===== config.mk =====
export PLATFORM = sky130hd
export DESIGN_NAME = cache_fill_fsm
export DESIGN_NICKNAME = d
export VERILOG_FILES = /design/src/rtl/cache_fill_fsm.sv
export SDC_FILE = /design/constraint.sdc
export NUM_CORES = 1
export LEC_CHECK = 0
export BUFFER_PORTS_ARGS = -buffer_cell sky130_fd_sc_hd__buf_4
export CAP_MARGIN = 20
export CORE_AREA = 2 2 57 59
export CTS_BUF_LIST = sky130_fd_sc_hd__clkbuf_4 sky130_fd_sc_hd__clkbuf_8 sky130_fd_sc_hd__clkbuf_16
export CTS_CLUSTER_SIZE = 40
export DETAILED_ROUTE_END_ITERATION = 12
export DIE_AREA = 0 0 59 61
export GPL_ROUTABILITY_DRIVEN = 0
export GPL_TIMING_DRIVEN = 0
export PLACE_DENSITY = 0.89
export SYNTH_ARGS = -nofsm -noshare
export SYNTH_HDL_FRONTEND = slang
export SYNTH_SLANG_ARGS = --single-unit
export TNS_END_PERCENT = 20

===== constraint.sdc =====
create_clock -name clk -period 3.4 [get_ports clk]
set_input_delay 0.34 -clock clk [delete_from_list [all_inputs] [get_ports clk]]
set_output_delay 0.34 -clock clk [all_outputs]
set_load 0.01 [all_outputs]

===== src/rtl/cache_fill_fsm.sv =====
// Cache miss fill controller: on a miss it streams one block's word requests to pipelined main
// memory, writes each returned word into the data array, then writes the tag and pulses fill_done.
module cache_fill_fsm #(
    parameter int WORDS    = 8,
    parameter int OFFSET_W = 3
) (
    input  logic                clk,
    input  logic                rst_n,
    input  logic                miss_detected,
    input  logic [15:0]         miss_address,
    input  logic                memory_data_valid,
    input  logic [15:0]         memory_data,
    output logic                fsm_busy,
    output logic                mem_req,
    output logic [15:0]         memory_address,
    output logic                write_data_array,
    output logic                write_tag_array,
    output logic [OFFSET_W-1:0] word_offset,
    output logic [15:0]         fill_data,
    output logic                fill_done
);

    typedef enum logic [1:0] {
        ST_IDLE = 2'd0,
        ST_FILL = 2'd1,
        ST_DONE = 2'd2
    } state_t;

    // Counters carry one extra bit so the request counter can rest at WORDS.
    localparam logic [OFFSET_W:0] CNT_FULL   = (OFFSET_W+1)'(WORDS);
    localparam logic [OFFSET_W:0] CNT_LAST   = (OFFSET_W+1)'(WORDS - 1);
    localparam logic [15:0]       BLOCK_MASK = ~16'(2 * WORDS - 1);

    state_t            state_q, state_d;
    logic [OFFSET_W:0] req_cnt_q, req_cnt_d;
    logic [OFFSET_W:0] recv_cnt_q, recv_cnt_d;
    logic [15:0]       base_addr_q, base_addr_d;

    logic              word_accept;
    logic              last_word;

    // A return only counts while filling and while a request is still outstanding.
    assign word_accept = rst_n && (state_q == ST_FILL) && memory_data_valid
                         && (recv_cnt_q != req_cnt_q);
    assign last_word   = word_accept && (recv_cnt_q == CNT_LAST);

    always_ff @(posedge clk) begin
        if (!rst_n) begin
            state_q     <= ST_IDLE;
            req_cnt_q   <= '0;
            recv_cnt_q  <= '0;
            base_addr_q <= '0;
        end else begin
            state_q     <= state_d;
            req_cnt_q   <= req_cnt_d;
            recv_cnt_q  <= recv_cnt_d;
            base_addr_q <= base_addr_d;
        end
    end

    always_comb begin
        state_d     = state_q;
        req_cnt_d   = req_cnt_q;
        recv_cnt_d  = recv_cnt_q;
        base_addr_d = base_addr_q;
        unique case (state_q)
            ST_IDLE: begin
                if (miss_detected) begin
                    base_addr_d = miss_address & BLOCK_MASK;
                    req_cnt_d   = '0;
                    recv_cnt_d  = '0;
                    state_d     = ST_FILL;
                end
            end
            ST_FILL: begin
                if (req_cnt_q != CNT_FULL) begin
                    req_cnt_d = req_cnt_q + 1'b1;
                end
                if (word_accept) begin
                    recv_cnt_d = recv_cnt_q + 1'b1;
                end
                if (last_word) begin
                    state_d = ST_DONE;
                end
            end
            ST_DONE: begin
                state_d = ST_IDLE;
            end
            default: begin
                state_d = ST_IDLE;
            end
        endcase
    end

    always_comb begin
        fsm_busy         = 1'b0;
        mem_req          = 1'b0;
        memory_address   = 16'h0000;
        write_data_array = word_accept;
        write_tag_array  = last_word;
        word_offset      = recv_cnt_q[OFFSET_W-1:0];
        fill_data        = word_accept ? memory_data : 16'h0000;
        fill_done        = 1'b0;
        unique case (state_q)
            ST_IDLE: begin
                fsm_busy = rst_n && miss_detected;
            end
            ST_FILL: begin
                fsm_busy = rst_n;
                if (req_cnt_q != CNT_FULL) begin
                    mem_req        = 1'b1;
                    memory_address = base_addr_q + 16'({req_cnt_q, 1'b0});
                end
            end
            ST_DONE: begin
                fill_done = 1'b1;
            end
            default: begin
                fsm_busy = 1'b0;
            end
        endcase
    end

endmodule


== After elaboration in Yosys (flattened, before gate mapping) ==
Cells that the tools add are included.
Storage, ports and cells
  register bits: 22
  latch bits: 0
  bits in writable memories: 0
  ROM bits: 0
  input port bits: 36
  output and inout bits: 40
  logic and storage cells: 42
  memories: 0
Cells by class
  $add $sub $neg: 3
  multipliers: 0
  div/mod/pow operators: 0
  magnitude comparators: 0
  equality and inequality tests: 9
  shift operators: 0
  mux-type cells: 15
  bitwise gates (word level): 0
  reduce and logical (&&, ||, !) cells: 11
Operators by type and width (count)
  $mux W16: 3
  $add A16 B5 Y16: 1
  $pmux W4 S2: 2
  $mux W4: 3
  $add A4 B1 Y4 const B: 2
  $ne A2 B2 Y1 const B: 3
  $reduce_and A3 Y1: 2
  $logic_and A1 B1 Y1: 5
  $eq A4 B3 Y1 const B: 1
  $mux W2: 2
  $ne A4 B4 Y1: 1
  $ne A4 B4 Y1 const B: 1
  $pmux W2 S2: 1
  $reduce_and A2 Y1: 2
  $mux W1: 3
  $eq A2 B1 Y1 const B: 1
  $eq A2 B2 Y1 const B: 1
  $logic_not A2 Y1: 1
  $ne A2 B1 Y1 const B: 1
  $pmux W1 S2: 1
  $reduce_bool A2 Y1: 1

== Logic depth before layout (Yosys ltp) ==
  depth after elaboration: 7
  depth in mapped cells: 7
  depth with buffers taken out: 6

== Worst setup path after synthesis ==
OpenSTA, ideal clock, no wires.
  path type: register -> output
  from: reg req_cnt_q[1]
  to: out fill_data[10]
  arrival time: 1475 ps
  data required time: 3060 ps
  path slack: 1585 ps
  stages on the path, launching flop included: 8
  buffers on the path: 2
  cells stage by stage: dfxtp_1 xor2_1 nor4_2 or2_1 buf_6 inv_4 buf_6 and2_4
On the way
  word-level cells in the longest chain between the ends: 3
Ends and longest elaborated chain
  start: declaration: line 35  | logic [OFFSET_W:0] req_cnt_q, req_cnt_d;
  start signal: assignment: line 55  | req_cnt_q <= req_cnt_d;
  $ne A4 B4 Y1: line 44  | && (recv_cnt_q != req_cnt_q);
  $logic_and A1 B1 Y1: line 44
  named net write_data_array: line 16  | output logic write_data_array,
  $mux W16: line 102  | fill_data = word_accept ? memory_data : 16'h0000;
  end: declaration: line 19  | output logic [15:0] fill_data,
The timed path passes the listed nets, and every way through them passes these cells.

== Worst setup path in the final report ==
  from: reg recv_cnt_q[1]
  to: out fill_data[13]
On the way
  word-level cells in the longest chain between the ends: 3
Ends and longest elaborated chain
  start: declaration: line 36  | logic [OFFSET_W:0] recv_cnt_q, recv_cnt_d;
  start signal: assignment: line 56  | recv_cnt_q <= recv_cnt_d;
  $ne A4 B4 Y1: line 44
  $logic_and A1 B1 Y1: line 44
  $mux W16: line 102
No other way between the ends.

==> metrics.yaml <==
sta:
  maxSlewViolCount: 0
  finalHoldViolations: 0
  final_critical_path_required_period_ns: 2.50
  totalNegativeSetupSlack_ns: 0
  worst-slew-pin-transition_ns: 0.488
  timing.max_slew.rel_slack_pct: 67.2
  finClkSkew_ns: 0.00687
  finalSetupViolCount: 0
  final.period_utilization_pct: 73.5
  setup_slack_ns: 0.902
  max_clock_freq_mhz: 400
  rsz_0062_raised_after_global_routing: "no"
setup_path:
  crit_path_max_fanout: 10
  reg2reg_slack_ns: 1.73
  crit_required_ns: 3.06
  critPathArrivalTime_ns: 2.16
  critPathKind: "register to output pin"
  cp_max_stage_cell: "sky130_fd_sc_hd__nor4_2"
  worst_setup_path_start_kind: "register"
  path_buf_inv: 4
  worstRegToRegCells: 5
  setup.worst_path.end_class: "output pin"
  cp_top_family: "simple AND/OR/NAND/NOR gates"
  rr_endpoint: "base_addr_q[11]"
  slowest_delay_ns: 0.50
  critical_path.reg2reg.startpoint: "state_q[1]"
  most_frequent_cp_cell: "sky130_fd_sc_hd__buf_6"
  critical_path.cell_chain: "xor2_1 > nor4_2 > or2_1 > buf_6 > inv_4 > buf_6 > and2_4 > buf_4"
clock_tree:
  clk_root_buffer_cell: "sky130_fd_sc_hd__clkbuf_4"
  tritoncts.num_buffers: 3
  hold_buffers: 0
  cts.clk_slew.worst_paths_ns: 0.12
  tritoncts_sink_count: 22
  clock_tree.buffer_depth: 2
  clock_h_tree_levels: 1
  clk-insertion-delay-late_ns: 0.31
  postCtsSetupRepairBufs: 0
  post_cts_resized: 0
  tritoncts: "built"
min_path:
  whs_endpoint: "base_addr_q[15]"
  timing.hold.worst_path_depth: 2
  hold_path.class: "input port to register"
  hp-start: "miss_address[15]"
detailed_routing:
  dr.first_iter.drc_count: 43
  route.antenna.remaining_nets: 0
  wirelength_mm: 3.32
  route.detailed.drc: 0
  detail_route.wl_per_cell_um: 12.3
  vias: 1363
  detail_route.vias_per_cell: 5.07
  firstDrtPassIters: 4
synthesis:
  post_synth_instance_area_sq_um: 1390
  ys.flop_type: "sky130_fd_sc_hd__dfxtp_1"
  postSynthRegisterBits: 22
  synthesis.instances: 162
  synth.yosys.warnings: 0
  mappedNetlistNets: 203
  share_of_flip_flops_with_an_asynchronous_set_or_reset_after_synthesis_pct: 0
  avgSynthCellArea_sq_um: 8.57
  yosysSeqAreaShare_pct: 31.7
  count_of_cell_types_in_the_netlist: 38
  synth-edff-count: 0
cells_and_area:
  n_antenna_cell: 0
  layout-drive-gt1-share_pct: 43.6
  layout.cells.most_common_list: "74 x sky130_fd_sc_hd__buf_4, 22 x sky130_fd_sc_hd__dfxtp_1, 16 x sky130_fd_sc_hd__nor2_1"
  most_common_cell_after_layout_fill_and_taps_aside: "sky130_fd_sc_hd__buf_4"
  final_area_sq_um: 2010
  cell_count_final_fillers_out: 269
  area_delta_synth_final_pct: 44.6
  nNetsFinal: 278
  post-route-util_pct: 68.0
power_and_ir_drop:
  cell_area_power_density_nw_per_um2: 306
  static-leakage-power_uw: 0.000953
  switching_share_pct: 24.8
  seq_power_share_pct: 47.1
  comb_power_share_pct: 20.6
  vdd_ir_drop_max_v: 0.000277
  share_clk_of_total_power_pct: 32.3
  cellInternalPower_uw: 462
  power.net_switching_uw: 152
floorplan:
  top_level_ports: 76
  dieHeight_um: 61
  initial_core_util_pct: 47.0
  num_rows: 20
  die_extent_in_x_um: 59
  area_enclosed_by_the_die_boundary_sq_um: 3600
  core_sq_um: 2950
global_routing:
  grt_pass1_wl_mm: 5.11
  number_of_global_route_vias_before_repair: 1163
  grt_start_max_net_pins: 14
  grt_antenna_before_repair: 0
  global_route.usage.total_pct: 18.1
  grt.overflow.total: 0
flow_run:
  maxCapViolCount: 0
placement:
  hpwl_mm: 2.64
  pre_cts_slack_ns: 1.24
  io_buffers: 70
  placedCellCount: 265
  placement.cell_area_sq_um: 1950
run_status:
  status: "complete, no violations"
how the worst max path moves through the flow:
stage | to | depth (start not counted) | start | slack (ns)
after floorplan | fill_data[10] | 7 | req_cnt_q[1] | 1.58
after global routing | fill_data[13] | 8 | recv_cnt_q[0] | 0.72
final | fill_data[13] | 8 | recv_cnt_q[1] | 0.90
after CTS | fill_data[13] | 8 | recv_cnt_q[0] | 0.88
after detailed placement | fill_data[13] | 8 | recv_cnt_q[0] | 1.24
after global placement | fill_data[8] | 8 | req_cnt_q[0] | 1.31
sequential cells by signal, indices dropped and copies added, names as in the netlist:
register,count
base_addr_q,12
recv_cnt_q,4
req_cnt_q,4
state_q,2
power groups by stage:
| stage | Combinational, uW | Clock [uW] | Sequential, uW |
|---|---|---|---|
| 2_1_floorplan | 68.8 | 0 | 291 |
| 3_3_place_gp | 124 | 0 | 295 |
| 3_5_place_dp | 127 | 0 | 295 |
| 4_1_cts | 128 | 203 | 289 |
| 5_1_grt | 139 | 216 | 292 |
| 6_report | 127 | 198 | 289 |
through the flow:
step	power (uW)	hold WS [ns]
2_1_floorplan	360	0.458
3_3_place_gp	419	0.481
3_5_place_dp	422	0.480
4_1_cts	619	0.232
5_1_grt	646	0.213
6_report	615	0.235
cell type report:
type | instances | area [sq um]
clock buffer | 3 | 22.5
timing repair buffer | 70 | 526
tap | 33 | 41.3
multi-input combinational | 123 | 850
buffer | 11 | 72.6
fill | 242 | 946
inverter | 6 | 25.0
clock inverter | 1 | 30.0
sequential | 22 | 440
routing by layer:
layer  vias up  global-route usage (%)  share of wire [%]
met2        25                    32.4                 52
met4         0                    3.57               0.57
li1        704                       -                  -
met1       632                    23.0                 44
met5         -                       0                  0
met3         2                    3.41                3.4
cells by family (layout without fill, tap and decap cells):
kind of cell	Yosys count	after routing	share of synthesized area (%)
AOI/OAI and AO/OA	28	28	14.7
xor gates and xnor gates	14	14	8.84
adders and majority gates	5	5	4.51
buffers and inverters	17	91	7.03
DFF	22	22	31.7
other	1	1	0.270
and+or+nand+nor	75	75	32.9
cell usage after synthesis, types with 5 or more instances:
cell type                  n  area [sq um]
sky130_fd_sc_hd__dfxtp_1  22           440
sky130_fd_sc_hd__nor2_1   16          60.1
sky130_fd_sc_hd__a22o_1   12           105
sky130_fd_sc_hd__nand2_1  10          37.5
sky130_fd_sc_hd__and2_4    9          78.8
sky130_fd_sc_hd__xor2_1    8          70.1
sky130_fd_sc_hd__and2_2    7          52.6
sky130_fd_sc_hd__o21ai_0   6          30.0
sky130_fd_sc_hd__xnor2_1   6          52.6
sky130_fd_sc_hd__ha_1      5          62.6
sky130_fd_sc_hd__inv_1     5          18.8
sky130_fd_sc_hd__nand4_1   5          31.3
No activity file was read; power rests on OpenSTA's default activity.
